**config.mk**
```make
export PLATFORM = sky130hd
export DESIGN_NAME = ysyx_22050039_mem_arb
export DESIGN_NICKNAME = d
export VERILOG_FILES = /design/src/rtl/ysyx_22050039_mem_arb.sv
export SDC_FILE = /design/constraint.sdc
export NUM_CORES = 1
export LEC_CHECK = 0
export CAP_MARGIN = 20
export CELL_PAD_IN_SITES_DETAIL_PLACEMENT = 0
export CELL_PAD_IN_SITES_GLOBAL_PLACEMENT = 2
export CORE_MARGIN = 3
export CORE_UTILIZATION = 24
export CTS_CLUSTER_DIAMETER = 30
export CTS_CLUSTER_SIZE = 14
export DETAILED_ROUTE_END_ITERATION = 7
export PLACE_DENSITY_LB_ADDON = 0.1
export SLEW_MARGIN = 40
export SYNTH_ARGS = -nofsm -noshare
export SYNTH_HDL_FRONTEND = slang
export SYNTH_SLANG_ARGS = --single-unit
```
**constraint.sdc**
```tcl
create_clock -name clk -period 5.48 [get_ports clk]
set_input_delay 1.096 -clock clk [delete_from_list [all_inputs] [get_ports clk]]
set_output_delay 1.096 -clock clk [all_outputs]
set_load 0.02 [all_outputs]
```
**src/rtl/ysyx_22050039_mem_arb.sv**
```systemverilog
`timescale 1ns/1ps
// Round-robin arbiter sharing one memory port between instruction fetch and load/store.
// One transaction is in flight at a time; a watchdog answers with an error if memory stalls.
module ysyx_22050039_mem_arb #(
    parameter int XLEN    = 64,
    parameter int TIMEOUT = 255
) (
    input  logic              clk,
    input  logic              rst,

    input  logic              if_req_valid,
    output logic              if_req_ready,
    input  logic [XLEN-1:0]   if_addr,
    output logic              if_resp_valid,
    output logic [XLEN-1:0]   if_rdata,
    output logic              if_resp_err,

    input  logic              ls_req_valid,
    output logic              ls_req_ready,
    input  logic [XLEN-1:0]   ls_addr,
    input  logic              ls_wen,
    input  logic [XLEN-1:0]   ls_wdata,
    input  logic [XLEN/8-1:0] ls_wmask,
    output logic              ls_resp_valid,
    output logic [XLEN-1:0]   ls_rdata,
    output logic              ls_resp_err,

    output logic              mem_req_valid,
    input  logic              mem_req_ready,
    output logic [XLEN-1:0]   mem_addr,
    output logic              mem_wen,
    output logic [XLEN-1:0]   mem_wdata,
    output logic [XLEN/8-1:0] mem_wmask,
    input  logic              mem_resp_valid,
    input  logic [XLEN-1:0]   mem_rdata,

    output logic              busy,
    output logic              owner
);

    localparam int CW = $clog2(TIMEOUT) + 1;
    localparam logic [CW-1:0] CNT_LAST = CW'(TIMEOUT - 1);

    typedef enum logic [1:0] {
        IDLE  = 2'd0,
        ISSUE = 2'd1,
        WAIT  = 2'd2,
        RESP  = 2'd3
    } state_t;

    state_t          state;
    logic            last_grant;
    logic [CW-1:0]   cnt;

    logic            idle;
    logic            grant_ls;
    logic            timeout_hit;
    logic            fin;
    logic            fin_err;
    logic [XLEN-1:0] fin_data;

    // Handshake semantics: a request transfers on a cycle where the requester's valid and
    // the arbiter's ready are both high; ready is only ever raised in IDLE, for the winner.
    // The memory request transfers when mem_req_valid and mem_req_ready are both high, and
    // mem_req_valid stays up with stable fields until then (or until the watchdog fires).
    assign idle         = (state == IDLE);
    assign grant_ls     = ls_req_valid & (~if_req_valid | ~last_grant);
    assign if_req_ready = rst & idle & if_req_valid & ~grant_ls;
    assign ls_req_ready = rst & idle & grant_ls;
    assign busy         = ~idle;
    assign timeout_hit  = (cnt == CNT_LAST);

    // A completing event in the watchdog cycle takes priority over the timeout.
    always_comb begin
        fin      = 1'b0;
        fin_err  = 1'b0;
        fin_data = '0;
        case (state)
            ISSUE: begin
                if (!mem_req_ready && timeout_hit) begin
                    fin     = 1'b1;
                    fin_err = 1'b1;
                end
            end
            WAIT: begin
                if (mem_resp_valid) begin
                    fin      = 1'b1;
                    fin_data = mem_wen ? '0 : mem_rdata;
                end else if (timeout_hit) begin
                    fin     = 1'b1;
                    fin_err = 1'b1;
                end
            end
            default: begin
                fin = 1'b0;
            end
        endcase
    end

    always_ff @(posedge clk) begin
        if (!rst) begin
            state         <= IDLE;
            last_grant    <= 1'b1;
            owner         <= 1'b0;
            cnt           <= '0;
            mem_req_valid <= 1'b0;
            mem_addr      <= '0;
            mem_wen       <= 1'b0;
            mem_wdata     <= '0;
            mem_wmask     <= '0;
            if_resp_valid <= 1'b0;
            if_rdata      <= '0;
            if_resp_err   <= 1'b0;
            ls_resp_valid <= 1'b0;
            ls_rdata      <= '0;
            ls_resp_err   <= 1'b0;
        end else begin
            if_resp_valid <= 1'b0;
            if_resp_err   <= 1'b0;
            ls_resp_valid <= 1'b0;
            ls_resp_err   <= 1'b0;

            case (state)
                IDLE: begin
                    if (if_req_valid || ls_req_valid) begin
                        owner         <= grant_ls;
                        last_grant    <= grant_ls;
                        cnt           <= '0;
                        mem_req_valid <= 1'b1;
                        state         <= ISSUE;
                        if (grant_ls) begin
                            mem_addr  <= ls_addr;
                            mem_wen   <= ls_wen;
                            mem_wdata <= ls_wdata;
                            mem_wmask <= ls_wmask;
                        end else begin
                            mem_addr  <= if_addr;
                            mem_wen   <= 1'b0;
                            mem_wdata <= '0;
                            mem_wmask <= '0;
                        end
                    end
                end
                ISSUE: begin
                    cnt <= cnt + CW'(1);
                    if (mem_req_ready) begin
                        mem_req_valid <= 1'b0;
                        state         <= WAIT;
                    end else if (timeout_hit) begin
                        mem_req_valid <= 1'b0;
                    end
                end
                WAIT: begin
                    cnt <= cnt + CW'(1);
                end
                RESP: begin
                    state <= IDLE;
                end
                default: begin
                    state <= IDLE;
                end
            endcase

            if (fin) begin
                state <= RESP;
                if (owner) begin
                    ls_resp_valid <= 1'b1;
                    ls_rdata      <= fin_data;
                    ls_resp_err   <= fin_err;
                end else begin
                    if_resp_valid <= 1'b1;
                    if_rdata      <= fin_data;
                    if_resp_err   <= fin_err;
                end
            end
        end
    end

endmodule

```
# Word-level counts from Yosys, hierarchy flattened
# Index checks and enable logic that the tools add are counted.
# W data, S select, Z words.
# classes
n_eq_ne	8
addsub	1
bitwise_logic	13
muxes	25
n_reduce_logical	17
# ops
operator	n
$mux W64	5
$pmux W9 S2	1
$mux W1	10
$reduce_and A2 Y1	5
$add A9 B1 Y9 const B	1
$eq A9 B8 Y1 const B	1
$mux W9	1
$reduce_and A3 Y1	3
$mux W8	1
$not A1 Y1	7
$mux W2	3
$ne A3 B3 Y1 const B	2
$pmux W1 S2	3
$pmux W2 S3	1
$and A1 B1 Y1	5
$eq A2 B2 Y1 const B	2
$reduce_bool A2 Y1	2
$reduce_bool A4 Y1	1
$ne A3 B1 Y1 const B	1
$reduce_or A3 Y1	1
$eq A2 B1 Y1 const B	1
$logic_not A2 Y1	1
$ne A2 B1 Y1 const B	1
$reduce_or A2 Y1	1
other kinds (4)	4
# totals
ff_bits	283
wordCells	79
out_inout_bits	274
inputBits	271

# Logic depth before layout (Yosys ltp)
# logic_depth
depth_word	6
ltp_mapped	9

# Least setup slack after synthesis
# OpenSTA, ideal clock, no wires.
# synth_path
path_type	in2out
startpoint	input port rst
endpoint	output port if_req_ready
setup_slack_ns	2.082
t_required_ns	4.384
stages	5
n_path_buf	3
t_arrival_ns	2.302
path_cell_list	clkbuf_1 clkbuf_1 clkbuf_1 nand3_1 nor2_1
# synth_via
elab_chain_cells	3
# synth_lines
element	line_no	rtl
from (decl)	9	input logic rst,
$and A1 B1 Y1 (3 in a row)	68	assign if_req_ready = rst & idle & if_req_valid & ~grant_ls;
to (decl)	12	output logic if_req_ready,
# Every way passes these cells.

# Final worst setup path
# layout_path
startpoint	input port if_req_valid
endpoint	output port if_req_ready
# layout_via
elab_chain_cells	5
word_cells_on_any_way	6
classes_between	6 x bitwise
# layout_lines
element	line_no	rtl
from (decl)	11	input logic if_req_valid,
$not A1 Y1	67	assign grant_ls = ls_req_valid & (~if_req_valid | ~last_grant);
$or A1 B1 Y1	67	
$and A1 B1 Y1	67	
$not A1 Y1	68	
$and A1 B1 Y1 *	68	
# Mark *: on every way between the ends. The rest lies on a longest branch, timed or not.

==> key figures <==
Detailed routing
  • Vias/cell: 4.35
  • Pre-antenna DRT Iters: 4
  • Top sig layer: met5
  • First DRT Iteration DRCs: 439
  • Drc violations: 0
  • WL final: 43.9 mm
  • Vias: 9849
  • Metal2 WL: 21.8 mm
  • Length of routed met3 wiring: 4.16 mm
  • Routed Antenna Nets: 0
  • Routed WL per cell: 19.4 um
  • M1 wire length: 17.1 mm

Synth
  • Synth async-reset ratio: 0%
  • Post-synth EDFFs: 0
  • Post-synthesis cell type count: 44
  • Top FF cell, synth: dfxtp_1
  • Mapped Cells: 1044
  • Syn_nets: 1321
  • Register area share after synthesis: 53.2%
  • Synthesized area: 0.0107 mm^2
  • Ys Warns: 0
  • Yosys reg bits: 283
  • Syn_area_per_cell: 10.2 um^2

Worst hold path
  • Tightest Hold Check Type: reg2reg
  • Hold depth: 2

Clock tree
  • CTS Root Cell: clkbuf_16
  • Cts-stage hold buffer count: 0
  • TritonCTS clock tree: yes
  • Clock slew seen by the registers of the worst setup and hold paths: 0.04 ns
  • Clk_lat worst skew: 0.59 ns
  • Total clock sinks: 283
  • Setup repair bufs after CTS: 0
  • Num CTS Buffers: 88
  • Gates resized, CTS repair: 0
  • H-tree depth: 3
  • CTS Buffer Depth: 3

Power
  • P per Cell Area: 482 mW/mm^2
  • Peak VDD IR: 0.000221 V
  • Final Power: 9480 uW
  • LEAKAGE: 0.00814 uW

Setup path
  • Arrival @ worst endpoint: 3.09 ns
  • CP Class: in2out
  • Reg2Reg Setup Slack: 2.92 ns
  • Crit end category: output port
  • Crit path launch type: primary input
  • Crit path required time: 4.38 ns
  • Cells on worst reg2reg path: 6
  • CP Max Fanout: 34

STA
  • Skew final: 0.0153 ns
  • Fmax: 239 MHz
  • RSZ-0062 raised after global routing: false
  • Final setup viols: 0
  • Final hold violation count: 0
  • Fin crit period: 4.19 ns
  • Tcrit/Tclk final: 76.4%
  • Slew headroom: 49.6%
  • Final Max Slew Viols: 0
  • Worst-Margin Slew: 0.757 ns
  • Setup tns final: 0 ns

GRT
  • Largest net degree at the start of global routing: 102
  • First-pass GRT wire length: 64.8 mm
  • Initial antenna violation count: 6
  • Gr ovfl total: 0
  • Total GRT Usage: 18.1%
  • Vias in the first global route: 10172

Cells and area
  • Fin nets: 1887
  • Commonest non-fill, non-tap cell in the layout: clkdlybuf4s50_1
  • Fraction of layout cells with a size suffix above 1: 10.2%
  • Commonest non-fill, non-tap cells in the layout: clkdlybuf4s50_1 (543), dfxtp_1 (283), nand2_1 (193), mux2i_1 (193), clkbuf_16 (90)
  • Area Growth Syn to Fin: 84.6%

Floorplanning
  • Rows: 76
  • Starting density of the core: 24.5%
  • Die Footprint: 0.0470 mm^2
  • Height of the die: 217 um
  • Core area: 0.0435 mm^2
  • I/O pins: 545
  • Die Width: 217 um

Run status
  • Status: completed

Place
  • Input/output buffers: 544
  • GPL Wtd Cong: 0.745
  • HPWL Detailed: 31.5 mm

Flow run
  • Max_cap viols: 0
critical path, stage by stage:
cell	delay, ns
clkdlybuf4s50_1	0.58
a21boi_4	0.22
buf_4	0.49
nor2_1	0.11
clkdlybuf4s50_1	0.57
layer usage:
metal	GRT usage [%]	vias to the layer above
li1	-	4856
met1	19.8	4557
met2	31.4	367
met3	8.01	59
met4	5.47	10
met5	0	-
state kept, by name, summed over array words and instances, names as in the netlist:
register       count
cnt                9
if_rdata          64
if_resp_err        1
if_resp_valid      1
last_grant         1
ls_rdata          64
ls_resp_err        1
ls_resp_valid      1
mem_addr          64
mem_req_valid      1
mem_wdata         64
mem_wen            1
mem_wmask          8
owner              1
state              2
synth_stat cells (all sizes together) (4+ instances only):
cell type  instances  area, um^2
dfxtp            283        5670
mux2i            193        1930
nand2            193         724
nor2              77         289
a22o              73         639
a211oi            65         488
clkbuf            52         195
buf               30         179
inv                9        33.8
a21oi              7        35.0
ha                 6        75.1
o21ai              6        30.0
and3               4        25.0
worst paths after layout:
check | endpoint | start
max | if_req_ready | if_req_valid
min | if_rdata[12] | if_rdata[12]
max reg2reg | mem_wmask[7] | state[0]
min reg2reg | if_rdata[12] | if_rdata[12]
area by class of cell:
type / instances / area [um^2]
Multi-Input combinational cell: 669 / 4620
Inverter: 10 / 37.5
Sequential cell: 283 / 5670
Fill cell: 4196 / 23800
Tap cell: 585 / 732
Antenna cell: 2 / 5.00
Timing Repair Buffer: 558 / 5590
Clock buffer: 120 / 2540
Clock inverter: 38 / 483
per-stage QoR:
stage	std cells	cell area, um^2	worst slack, ns	hold WS (ns)	utilization, %
after floorplan	1044	10700	2.08	0.453	-
after CTS	2263	19700	1.26	0.457	45.3
after detailed placement	2105	16600	1.28	0.451	38.3
final	2265	19700	1.29	0.456	45.3
after global placement	2104	16600	1.29	0.445	38.2
after global routing	2263	19700	1.18	0.473	45.3
where the power goes:
group          switching [uW]  leakage (uW)  internal [uW]
sequential                131       0.00230           2310
clock                    1420       0.00149           3630
combinational            1100       0.00435            887
cell families (layout without fill, tap and decap cells):
logic type,after synthesis,count (layout),synth area share (%)
buffers and inverters,92,726,3.86
muxes,193,193,18.1
other,0,2,0
AOI/OAI and AO/OA,172,172,12.7
and+or+nand+nor,295,295,11.2
adders and majority gates,6,6,0.704
DFF,283,283,53.2
xor gates and xnor gates,3,3,0.247
(Power assumes the default switching activity.)
